$ cat config.mk
export PLATFORM = sky130hd
export DESIGN_NAME = pc_sequencer
export DESIGN_NICKNAME = d
export VERILOG_FILES = /design/src/rtl/pc_seq_pkg.sv /design/src/rtl/jump_target_gen.sv /design/src/rtl/pc_sequencer.sv
export SDC_FILE = /design/constraint.sdc
export NUM_CORES = 1
export LEC_CHECK = 0
export ABC_AREA = 0
export BUFFER_PORTS_ARGS = -buffer_cell sky130_fd_sc_hd__buf_2
export CORE_MARGIN = 2
export CORE_UTILIZATION = 30
export CTS_CLUSTER_DIAMETER = 150
export DETAILED_ROUTE_END_ITERATION = 16
export HOLD_SLACK_MARGIN = 0.03
export PLACE_DENSITY = 0.53
export SLEW_MARGIN = 20
export SYNTH_ARGS = -nofsm -noshare
export SYNTH_HDL_FRONTEND = slang
export SYNTH_SLANG_ARGS = --single-unit
$ cat constraint.sdc
create_clock -name clk -period 5.8 [get_ports clk]
set_clock_uncertainty 0.2 [all_clocks]
set_input_delay 0.87 -clock clk [delete_from_list [all_inputs] [get_ports clk]]
set_output_delay 0.87 -clock clk [all_outputs]
set_load 0.03 [all_outputs]
$ cat src/rtl/pc_seq_pkg.sv
// pc_seq_pkg: next-PC mode encodings and trap-level state type shared by the PC sequencer
package pc_seq_pkg;
  localparam int NPC_SEL_W = 3;
  localparam logic [NPC_SEL_W-1:0] NPC_SEQ    = 3'd0;
  localparam logic [NPC_SEL_W-1:0] NPC_BRANCH = 3'd1;
  localparam logic [NPC_SEL_W-1:0] NPC_JUMP   = 3'd2;
  localparam logic [NPC_SEL_W-1:0] NPC_JR     = 3'd3;
  localparam logic [NPC_SEL_W-1:0] NPC_ERET   = 3'd4;
  typedef enum logic {NORMAL, TRAPPED} trap_state_t;
endpackage

$ cat src/rtl/jump_target_gen.sv
// jump_target_gen: branch/jump target arithmetic and jump-register alignment check
module jump_target_gen #(
  parameter int XLEN   = 32,
  parameter int JIDX_W = 26,
  parameter int IMM_W  = 16
) (
  input  logic [XLEN-1:0]   pc_plus4,
  input  logic [IMM_W-1:0]  imm,
  input  logic [JIDX_W-1:0] jidx,
  input  logic [XLEN-1:0]   rs_val,
  output logic [XLEN-1:0]   branch_target,
  output logic [XLEN-1:0]   jump_target,
  output logic              misaligned
);
  logic [XLEN-1:0] offset;
  assign offset        = {{(XLEN-IMM_W){imm[IMM_W-1]}}, imm} << 2;
  assign branch_target = pc_plus4 + offset;
  assign jump_target   = {pc_plus4[XLEN-1:JIDX_W+2], jidx, 2'b00};
  assign misaligned    = |rs_val[1:0];
endmodule

$ cat src/rtl/pc_sequencer.sv
// pc_sequencer: PC register, next-PC selection and single-level trap/EPC handling
module pc_sequencer
  import pc_seq_pkg::*;
#(
  parameter int              XLEN         = 32,
  parameter int              JIDX_W       = 26,
  parameter int              IMM_W        = 16,
  parameter logic [XLEN-1:0] RESET_VECTOR = 32'h0000_3000,
  parameter logic [XLEN-1:0] TRAP_VECTOR  = 32'h0000_4180
) (
  input  logic                 clk,
  input  logic                 rst,
  input  logic                 stall,
  input  logic [NPC_SEL_W-1:0] npc_sel,
  input  logic                 branch_taken,
  input  logic [IMM_W-1:0]     imm,
  input  logic [JIDX_W-1:0]    jidx,
  input  logic [XLEN-1:0]      rs_val,
  input  logic                 trap_req,
  output logic [XLEN-1:0]      pc,
  output logic [XLEN-1:0]      pc_plus4,
  output logic [XLEN-1:0]      next_pc,
  output logic [XLEN-1:0]      epc,
  output logic                 in_trap,
  output logic                 addr_err
);
  trap_state_t     state;
  logic [XLEN-1:0] branch_target, jump_target, cand;
  logic            misaligned, trap, eret;
  jump_target_gen #(.XLEN(XLEN), .JIDX_W(JIDX_W), .IMM_W(IMM_W)) u_tgt (
    .pc_plus4(pc_plus4), .imm(imm), .jidx(jidx), .rs_val(rs_val),
    .branch_target(branch_target), .jump_target(jump_target), .misaligned(misaligned)
  );
  assign in_trap  = state == TRAPPED;
  assign pc_plus4 = pc + XLEN'(4);
  assign addr_err = npc_sel == NPC_JR && misaligned;
  assign trap     = trap_req | addr_err;
  assign eret     = npc_sel == NPC_ERET && in_trap;
  assign cand     = (npc_sel == NPC_BRANCH && branch_taken) ? branch_target :
                    npc_sel == NPC_JUMP ? jump_target :
                    npc_sel == NPC_JR   ? rs_val :
                    eret ? epc : pc_plus4;
  // shows the would-be target even while stalled, so the fetch side can prefetch
  assign next_pc  = trap ? TRAP_VECTOR : cand;
  always_ff @(posedge clk) begin
    if (rst) begin
      pc    <= RESET_VECTOR;
      epc   <= '0;
      state <= NORMAL;
    end else if (trap) begin
      pc <= TRAP_VECTOR;
      if (state == NORMAL) begin
        epc   <= pc;
        state <= TRAPPED;
      end
    end else if (!stall) begin
      pc <= cand;
      if (eret) state <= NORMAL;
    end
  end
endmodule
==> results of run 1 <==
registers in the layout (all words and copies together), names as in the netlist:
register / cells
epc: 32
in_trap: 1
pc: 32
worst paths after layout:
check	from	slack, ns	depth (start not counted)	end
max reg2reg	pc[8]	1.56	14	pc[28]
min	epc[8]	0.27	2	epc[8]
max	pc[8]	0.26	16	next_pc[26]
min reg2reg	epc[8]	0.27	2	epc[8]
through the flow:
stage	setup WS (ns)	area, µm²
2_1_floorplan	0.0264	5960
3_3_place_gp	0.428	7320
3_5_place_dp	0.439	7320
4_1_cts	0.0247	7640
5_1_grt	-0.0417	7680
6_report	0.259	7680
routing by layer:
| metal | track usage [%] | part of all wire (%) | wire (µm) | up-vias |
|---|---|---|---|---|
| met2 | 40.6 | 46 | 12300 | 261 |
| met3 | 3.93 | 5.9 | 1600 | 23 |
| met1 | 34.3 | 47 | 12600 | 3292 |
| met4 | 6.83 | 1.5 | 399 | 0 |
| li1 | - | - | - | 3380 |
| met5 | 0 | 0 | 0 | - |
worst register-to-register path: cells and delay by family, from the launching register on:
family / cells / cell delay [ns]
AO/OA/AOI/OAI: 7 / 1.59
XOR/XNOR: 1 / 0.27
multiplexers: 1 / 0.16
AND/OR/NAND/NOR: 4 / 1.01
adder cells (fa/ha/maj): 1 / 0.41
flip-flops: 1 / 0.48
cells in the mapped netlist, types with 4 or more instances:
| library cell | n | area share, % |
|---|---|---|
| clkbuf_1 | 46 | 2.9 |
| dfxtp_1 | 65 | 22 |
| nand2_1 | 119 | 7.5 |
| a211oi_1 | 15 | 1.9 |
| o21ai_0 | 46 | 3.9 |
| and4_1 | 5 | 0.74 |
| o211ai_1 | 7 | 0.88 |
| nor2_1 | 103 | 6.5 |
| buf_2 | 5 | 0.42 |
| xor2_1 | 19 | 2.8 |
| nor4_1 | 4 | 0.42 |
| xnor2_1 | 31 | 4.6 |
| nor3_1 | 11 | 0.92 |
| a21oi_1 | 98 | 8.2 |
| o21bai_1 | 4 | 0.50 |
| nand2b_1 | 11 | 1.2 |
| mux2_2 | 15 | 2.8 |
| or3_1 | 5 | 0.53 |
| a21o_1 | 15 | 1.9 |
| nand4_1 | 12 | 1.3 |
| nand3_1 | 21 | 1.8 |
| ha_1 | 32 | 6.7 |
| o311a_1 | 8 | 1.3 |
| and3_1 | 14 | 1.5 |
| mux2i_1 | 24 | 4.0 |
| and2_1 | 7 | 0.74 |
| a31oi_1 | 7 | 0.74 |
| inv_1 | 15 | 0.95 |
| o21a_1 | 8 | 1.0 |
| buf_1 | 5 | 0.32 |
| o22ai_1 | 6 | 0.63 |
| nor2b_1 | 5 | 0.53 |
cells by family after synthesis:
| kind of cell | synth area share (%) |
|---|---|
| compound gates | 26.3 |
| flops | 21.8 |
| fa+ha+maj | 7.06 |
| mux | 6.87 |
| buf+inv | 4.98 |
| simple gates | 25.3 |
| xor+xnor | 7.62 |
layout make-up:
type	instances	area share, %
Timing Repair Buffer	236	16.2
Clock buffer	12	3.47
Tap cell	265	4.32
Multi-Input combinational cell	698	57.6
Clock inverter	4	0.652
Sequential cell	65	16.9
Inverter	16	0.782
power groups by stage:
stage / logic [mW] / clock network, mW / registers [mW]
after floorplan: 0.298 / 0 / 0.514
after global placement: 0.496 / 0 / 0.491
after detailed placement: 0.493 / 0 / 0.491
after CTS: 0.496 / 0.602 / 0.482
after global routing: 0.540 / 0.619 / 0.484
final: 0.502 / 0.594 / 0.482
==> metrics.md, run 1 <==
| Metric | Value |
|---|---|
| Outcome | finished clean |
| Synthesized net count | 953 |
| CTS max path bufs | 2 |
| First-pass GRT wire length | 40,800 µm |
| Cts repair resizes | 0 |
| Placed insts | 1,280 |
| Setup violators final | 0 |
| Post-synthesis cell area | 5960 µm² |
| CP dominant cell by count | nand3_1 |
| Cell row count | 51 |
| # DRC | 0 |
| Post-synthesis sequential area ratio | 21.8% |
| Final min period | 5.54 ns |
| Final Non-Filler Cells | 1,296 |
| CP Class | reg2out |
| Routed wire length | 26,900 µm |
| Num CTS Buffers | 9 |
| Final #Nets | 1,141 |
| H-tree Lvls | 3 |
| Max transition margin | 38.2% |
| Cts hold-fix bufs | 0 |
| Post-detailed-route wirelength per cell | 20.8 µm |
| Clk_lat worst skew | 0.35 ns |
| Most frequent cells in the layout | 211 x buf_2, 119 x nand2_1, 101 x nor2_1 |
| Port bufs | 211 |
| Post-synth ARST share | 0% |
| Top Ports | 212 |
| Buf/Inv on CP | 1 |
| Area growth, synth to finish | 28.9% |
| Clock Power Share | 37.6% |
| Detail Route Antenna Nets | 0 |
| Initial core utilization | 30.6% |
| Ratio of cells with drive above 1 in the final layout | 27.9% |
| Post-DP HPWL | 20,000 µm |
| Power per Cell Area | 205 nW/µm² |
| Initial drt markers | 623 |
| Height of the die | 145 µm |
| Switch Pwr | 0.579 mW |
| Synth warn | 0 |
| Critical path launch point type | flop |
| Ys flop type | dfxtp_1 |
| Delay-heaviest family, CP | simple AND/OR/NAND/NOR gates |
| Number of antenna diodes | 0 |
| Seq pwr share | 30.6% |
| GPL Wtd Cong | 0.939 |
| Max_cap viols | 0 |
| Number of synthesized flops with an enable pin | 0 |
| Multi-input logic area | 4420 µm² |
| Most common cell after layout, fill and taps aside | buf_2 |
| Logic pwr share | 31.8% |
| Max IR drop VDD | 0.000135 V |
| Setup TNS | 0 ns |
| Distinct cells, synth | 67 |
| Vias in the first global route | 6,746 |
| Root buf cell | clkbuf_16 |
| Worst hold-check path type | reg2reg |
| Die area | 21,000 µm² |
| Mapped Cells | 838 |
| CP Capture Type | output port |
| Crit path max fanout | 10 |
| Final Hold Viols | 0 |
| Final-layout fill cell count | 2,107 |
| Worst hold slack | 0.265 ns |
| Final period util | 95.5% |
| GRT Util Overall | 25.0% |
| Core ar. | 19,500 µm² |
| Switching share of total power | 36.7% |
| Clock slew at reported path FFs | 0.06 ns |
| Slowest cell on crit path | dfxtp_1 |
| Final core utilization | 39.4% |
| Initial antenna violation count | 0 |
| Critical path data required time | 4.73 ns |
| Crit path largest cell delay | 0.48 ns |
| Detailed Routing Iterations Pass 1 | 5 |
| Mapped Avg Cell Area | 7.11 µm² |
| CTS tree | built |
| Final Max Slew Viols | 0 |
| Die width | 145 µm |
| FF/Latch Area | 1300 µm² |
| Via count | 6,956 |
| Sink Count | 65 |
| Internal power | 0.999 mW |
| Worst-Margin Slew | 0.927 ns |
| Leakage Power | 3.67 nW |
| Via density | 5.37 |
| Total congestion overflow | 0 |
| Max Clk Rate | 0.180 GHz |
| Crit path cell chain | and3_1 > nand3_1 > nor2_2 > nand3_1 > xnor2_2 > ha_2 > nand2_1 > nor4_1 > a211oi_1 > o21ai_0 > a21oi_2 > o221ai_1 > xor2_1 > a21oi_1 > nor2_1 > buf_2 |
| Worst EP arrival | 4.47 ns |
| Number of setup buffers added after CTS | 0 |
| Largest net degree at the start of global routing | 41 |
| Synth Register Bits | 65 |
| Total power | 1.58 mW |
Power figures use the tool's default switching activity.
==> inputs of run 2 (changes only) <==
--- a/config.mk
+++ b/config.mk
@@ -8,4 +8,5 @@
 export ABC_AREA = 0
 export BUFFER_PORTS_ARGS = -buffer_cell sky130_fd_sc_hd__buf_2
+export CORE_ASPECT_RATIO = 1.1
 export CORE_MARGIN = 2
 export CORE_UTILIZATION = 30
==> constraint.sdc (replaced) <==
create_clock -name clk -period 5.8 [get_ports clk]
set_clock_uncertainty 0.2 [all_clocks]
set_input_delay 1.74 -clock clk [delete_from_list [all_inputs] [get_ports clk]]
set_output_delay 1.74 -clock clk [all_outputs]
set_load 0.03 [all_outputs]
==> metrics.md, run 2 (synthesis results as in run 1) <==
| Metric | Value |
|---|---|
| Ratio of cells with drive above 1 in the final layout | 46.8% (was 27.9%) |
| CP Class | in2out (was reg2out) |
| Leakage Power | 4.64 nW (was 3.67 nW) |
| Num CTS Buffers | 9 (unchanged) |
| Hold_sp | epc[7] (was epc[8]) |
| RSZ-0062 raised after global routing | true |
| Worst Hold Depth | 2 (unchanged) |
| Vias in the first global route | 7,436 (was 6,746) |
| Via density | 5.30 (was 5.37) |
| Initial antenna violation count | 1 (was 0) |
| Post-DP HPWL | 21,800 µm (was 20,000 µm) |
| GPL Wtd Cong | 0.938 (was 0.939) |
| Max IR drop VDD | 0.000131 V (was 0.000135 V) |
| Setup violators final | 16 (was 0) |
| FF-to-FF setup slack | 1.92 ns (was 1.56 ns) |
| H-tree Lvls | 3 (unchanged) |
| Crit path depth | 15 (was 16) |
| Most frequent cells in the layout | 187 x buf_2, 187 x buf_4, 117 x nand2_1 (was 211 x buf_2, 119 x nand2_1, 101 x nor2_1) |
| Die width | 138 µm (was 145 µm) |
| Detail Route Antenna Nets | 0 (unchanged) |
| CTS tree | built (unchanged) |
| Final WS setup | -0.236 ns (was 0.259 ns) |
| Total congestion overflow | 0 (unchanged) |
| Final Non-Filler Cells | 1,447 (was 1,296) |
| Worst EP arrival | 4.10 ns (was 4.47 ns) |
| Routed wire length | 28,700 µm (was 26,900 µm) |
| Largest net degree at the start of global routing | 40 (was 41) |
| Final min period | 6.04 ns (was 5.54 ns) |
| Root buf cell | clkbuf_16 (unchanged) |
| First-pass GRT wire length | 42,900 µm (was 40,800 µm) |
| Fin area | 9790 µm² (was 7680 µm²) |
| R2R depth | 17 (was 14) |
| Hold Path End | epc[7] (was epc[8]) |
| Buf/Inv on CP | 4 (was 1) |
| Detailed Routing Iterations Pass 1 | 5 (unchanged) |
| Final period util | 104% (was 95.5%) |
| Power per Cell Area | 171 nW/µm² (was 205 nW/µm²) |
| Clk_lat worst skew | 0.34 ns (was 0.35 ns) |
| Final Max Slew Viols | 0 (unchanged) |
| Clock slew at reported path FFs | 0.06 ns (about the same) |
| Sink Count | 65 (unchanged) |
| GRT Util Overall | 26.3% (was 25.0%) |
| Max_cap viols | 0 (unchanged) |
| Final-layout fill cell count | 1,938 (was 2,107) |
| Port bufs | 211 (unchanged) |
| Placed instance area | 8600 µm² (was 7320 µm²) |
| Slowest cell on crit path | fa_2 (was dfxtp_1) |
| Crit path cell chain | buf_6 > ha_4 > inv_2 > fa_2 > nand2b_4 > a21oi_4 > nor2_2 > o21bai_2 > a31o_4 > a221oi_4 > o41ai_2 > buf_4 > mux2i_4 > o21a_2 > buf_6 (was and3_1 > nand3_1 > nor2_2 > nand3_1 > xnor2_2 > ha_2 > nand2_1 > nor4_1 > a211oi_1 > o21ai_0 > a21oi_2 > o221ai_1 > xor2_1 > a21oi_1 > nor2_1 > buf_2) |
| Critical path data required time | 3.86 ns (was 4.73 ns) |
| Worst hold slack | 0.268 ns (was 0.265 ns) |
| Initial drt markers | 564 (was 623) |
| Placed insts | 1,415 (was 1,280) |
| Crit path largest cell delay | 0.40 ns (was 0.48 ns) |
| Worst-Margin Slew | 0.805 ns (was 0.927 ns) |
| Post-detailed-route wirelength per cell | 19.8 µm (was 20.8 µm) |
| CP dominant cell by count | buf_6 (was nand3_1) |
| Reg-to-reg endpoint | pc[28] (unchanged) |
| Max Clk Rate | 0.166 GHz (was 0.180 GHz) |
| Final Hold Viols | 0 (unchanged) |
| Crit path max fanout | 2 (was 10) |
| Worst hold-check path type | reg2reg (unchanged) |
| Initial core utilization | 30.3% (was 30.6%) |
| Area growth, synth to finish | 64.4% (was 28.9%) |
| Via count | 7,676 (was 6,956) |
| Die area | 21,000 µm² (about the same) |
| Violated checks | negative setup slack |
| Outcome | finished with violations (was finished clean) |
| Max transition margin | 46.4% (was 38.2%) |
| Cell row count | 54 (was 51) |
| CTS max path bufs | 2 (unchanged) |
| Critical path launch point type | input pin (was flop) |
| Top Ports | 212 (unchanged) |
| Final #Nets | 1,304 (was 1,141) |
| CP Capture Type | output port (unchanged) |
| Core ar. | 19,700 µm² (was 19,500 µm²) |
| Height of the die | 152 µm (was 145 µm) |
| # DRC | 0 (unchanged) |
| Worst R2R Start | pc[3] (was pc[8]) |
| Delay-heaviest family, CP | compound AO/OA/AOI/OAI gates (was simple AND/OR/NAND/NOR gates) |
## run 2: worst register-to-register path: stages (launching register included)
cell and delay, ns:
dfxtp_2 0.35, ha_4 0.16, nand2_1 0.06, nor4_2 0.27
buf_4 0.22, buf_4 0.13, nand3_1 0.10, xnor2_2 0.16
ha_1 0.23, a21o_1 0.17, a21o_1 0.19, a21o_1 0.20
a2111o_1 0.41, a31oi_1 0.20, o41ai_2 0.09, buf_4 0.16
mux2i_4 0.18, o311a_1 0.29
## run 2: layout make-up
cell class | count | area, µm² | area share (%)
Clock buffer | 10 | 229 | 2.34
Tap cell | 252 | 315 | 3.22
Clock inverter | 6 | 35.0 | 0.358
Antenna cell | 1 | 2.50 | 0.0256
Multi-Input combinational cell | 698 | 5220 | 53.3
Inverter | 16 | 60.1 | 0.613
Timing Repair Buffer | 399 | 2630 | 26.8
Sequential cell | 65 | 1310 | 13.3
## run 2: per-stage QoR
step	setup WS, ns	util [%]	power, mW	setup TNS [ns]
after global routing	-0.355	49.8	1.75	-3.37
after global placement	-0.551	43.7	1.07	-6.65
final	-0.236	49.8	1.68	-1.59
after floorplan	-0.100	-	0.821	-0.171
after CTS	-0.421	47.3	1.63	-2.58
after detailed placement	-0.614	43.7	1.07	-7.06
## run 2: how the worst max path moves through the flow
stage,from,endpoint,slack (ns)
floorplan,imm[0],next_pc[24],-0.10
global placement,imm[0],next_pc[28],-0.55
detailed placement,imm[0],next_pc[28],-0.61
CTS,imm[0],next_pc[28],-0.42
global route,imm[0],next_pc[28],-0.36
finish,imm[0],next_pc[28],-0.24
## run 2: where the power goes
part / switching [mW] / total (mW) / internal, mW
registers: 0.0156 / 0.477 / 0.461
clock network: 0.229 / 0.516 / 0.287
logic: 0.391 / 0.685 / 0.294
## run 2: routing by layer
metal,track usage [%],vias up,share of wire [%]
li1,-,3697,-
met1,35.8,3682,46
met2,43.3,269,47
met3,4.56,28,6.3
met4,6.68,0,1.6
met5,0,-,0
## run 2: what timing repair did
item,in CTS,in global routing
pin swaps,36,49
gates resized for setup,90,81
setup endpoints to repair,21,21
hold buffers,0,0
setup buffers,7,12
==> inputs of run 3 (changes only) <==
- PLACE_DENSITY: 0.53 -> 0.59
==> metrics.md, run 3 (synthesis results as in run 1) <==
| Metric | Value |
|---|---|
| Outcome | finished with violations (unchanged) |
| Crit path cell chain | buf_6 > ha_4 > inv_2 > fa_2 > nand2b_4 > a21oi_4 > nor2_2 > o21bai_1 > a31o_2 > a221oi_4 > o41ai_2 > mux2i_1 > o21a_2 > buf_6 (was buf_6 > ha_4 > inv_2 > fa_2 > nand2b_4 > a21oi_4 > nor2_2 > o21bai_2 > a31o_4 > a221oi_4 > o41ai_2 > buf_4 > mux2i_4 > o21a_2 > buf_6) |
| Port bufs | 211 (unchanged) |
| Final period util | 105% (was 104%) |
| Setup violators final | 13 (was 16) |
| Switch Pwr | 0.624 mW (was 0.636 mW) |
| CTS tree | built (unchanged) |
| Final #Nets | 1,314 (was 1,304) |
| Worst EP arrival | 4.15 ns (was 4.10 ns) |
| CP dominant cell by count | buf_6 (unchanged) |
| RSZ-0062 raised after global routing | true (unchanged) |
| Die area | 21,000 µm² (unchanged) |
| # DRC | 0 (unchanged) |
| Slowest cell on crit path | mux2i_1 (was fa_2) |
| Placed insts | 1,403 (was 1,415) |
| Clock Power Share | 32.7% (was 30.7%) |
| Violated checks | negative setup slack (unchanged) |
| Initial drt markers | 584 (was 564) |
| Num CTS Buffers | 9 (unchanged) |
| Root buf cell | clkbuf_16 (unchanged) |
| Final-layout fill cell count | 1,878 (was 1,938) |
| Number of antenna diodes | 0 (was 1) |
| Top Ports | 212 (unchanged) |
| GPL Wtd Cong | 0.944 (was 0.938) |
| Detail Route Antenna Nets | 0 (unchanged) |
| Area growth, synth to finish | 66.8% (was 64.4%) |
| Final core utilization | 50.5% (was 49.8%) |
| Setup TNS | -1.54 ns (was -1.59 ns) |
| Post-DP HPWL | 21,300 µm (was 21,800 µm) |
| Critical path launch point type | input pin (unchanged) |
| Max transition margin | 45.7% (was 46.4%) |
| Most frequent cells in the layout | 199 x buf_4, 186 x buf_2, 116 x nand2_1 (was 187 x buf_2, 187 x buf_4, 117 x nand2_1) |
| Cell row count | 54 (unchanged) |
| Most common cell after layout, fill and taps aside | buf_4 |
| Leakage Power | 4.71 nW (was 4.64 nW) |
| Via density | 5.34 (was 5.30) |
| Max IR drop VDD | 0.000141 V (was 0.000131 V) |
| Final Non-Filler Cells | 1,455 (was 1,447) |
| GRT Util Overall | 25.9% (was 26.3%) |
| Total congestion overflow | 0 (unchanged) |
| Crit path max fanout | 2 (unchanged) |
| Max_cap viols | 0 (unchanged) |
| Post-detailed-route wirelength per cell | 19.5 µm (was 19.8 µm) |
| Final Max Slew Viols | 0 (unchanged) |
| Seq pwr share | 27.4% (was 28.4%) |
| Final Hold Viols | 0 (unchanged) |
| First-pass GRT wire length | 42,200 µm (was 42,900 µm) |
| Switching share of total power | 35.8% (was 37.9%) |
| Ratio of cells with drive above 1 in the final layout | 48.0% (was 46.8%) |
| Final min period | 6.09 ns (was 6.04 ns) |
| Pre-CTS setup slack | -0.650 ns (was -0.614 ns) |
| CTS max path bufs | 2 (unchanged) |
| Die width | 138 µm (unchanged) |
| Initial core utilization | 30.3% (unchanged) |
| Worst hold-check path type | reg2reg (unchanged) |
| Vias in the first global route | 7,423 (was 7,436) |
| Clk_lat worst skew | 0.35 ns (was 0.34 ns) |
| H-tree Lvls | 3 (unchanged) |
| Internal power | 1.12 mW (was 1.04 mW) |
| Detailed Routing Iterations Pass 1 | 6 (was 5) |
| Height of the die | 152 µm (unchanged) |
| Power per Cell Area | 176 nW/µm² (was 171 nW/µm²) |
| Core ar. | 19,700 µm² (unchanged) |
| Logic pwr share | 40.0% (was 40.8%) |
| Max Clk Rate | 0.164 GHz (was 0.166 GHz) |
| CP Capture Type | output port (unchanged) |
| Via count | 7,774 (was 7,676) |
| Worst-Margin Slew | 0.814 ns (was 0.805 ns) |
| Largest net degree at the start of global routing | 41 (was 40) |
| Critical path data required time | 3.86 ns (about the same) |
| Routed wire length | 28,400 µm (was 28,700 µm) |
| Clock slew at reported path FFs | 0.06 ns (about the same) |
| CP Class | in2out (unchanged) |
| Sink Count | 65 (unchanged) |
| Final WS setup | -0.291 ns (was -0.236 ns) |
| Crit path largest cell delay | 0.37 ns (was 0.40 ns) |
| Initial antenna violation count | 0 (was 1) |
run 3: final cells by class:
| cell class | instances | area (µm²) | area share, % |
|---|---|---|---|
| inverters | 16 | 60.1 | 0.604 |
| well taps | 252 | 315 | 3.17 |
| repair buffers | 409 | 2710 | 27.2 |
| clock buffers | 13 | 260 | 2.62 |
| flip-flops and latches | 65 | 1310 | 13.2 |
| multi-input cells | 698 | 5250 | 52.8 |
| clock inverters | 2 | 37.5 | 0.378 |
run 3: final timing paths:
check | slack [ns] | cells after the start | end | startpoint
setup / recovery | -0.29 | 14 | next_pc[28] | imm[0]
hold / removal | 0.27 | 2 | epc[26] | epc[26]
setup reg to reg | 0.48 | 33 | pc[15] | pc[3]
hold reg to reg | 0.27 | 2 | epc[26] | epc[26]
run 3: stage by stage:
stage	hold WS (ns)	cell area [µm²]	power (mW)
3_5_place_dp	0.261	8500	1.07
4_1_cts	0.269	9510	1.70
6_report	0.272	9940	1.74
2_1_floorplan	0.373	6120	0.821
3_3_place_gp	0.256	8500	1.07
5_1_grt	0.293	9940	1.82
run 3: routing by layer:
| metal | track usage, % | wire, µm | vias to the layer above |
|---|---|---|---|
| met5 | 0 | 0 | - |
| met4 | 9.23 | 1090 | 0 |
| met3 | 3.80 | 1880 | 61 |
| met2 | 42.8 | 13100 | 331 |
| met1 | 34.6 | 12300 | 3664 |
| li1 | - | - | 3718 |
run 3: repair_timing:
action,4_1_cts,5_1_grt
setup endpoints to repair,21,22
hold buffers,0,0
pin swaps,45,48
setup buffers,26,15
resized for setup,110,69
run 3: power groups by stage:
stage	clock network, mW	registers (mW)	logic [mW]
2_1_floorplan	0	0.516	0.305
3_3_place_gp	0	0.486	0.581
3_5_place_dp	0	0.486	0.582
4_1_cts	0.575	0.477	0.653
5_1_grt	0.594	0.479	0.748
6_report	0.570	0.477	0.698
run 3: worst max-delay path, delay by kind of cell:
family / cells / cell delay (ns)
muxes: 1 / 0.37
AOI/OAI and AO/OA: 6 / 1.11
and+or+nand+nor: 2 / 0.22
adders and majority gates: 2 / 0.46
buffers and inverters: 3 / 0.24
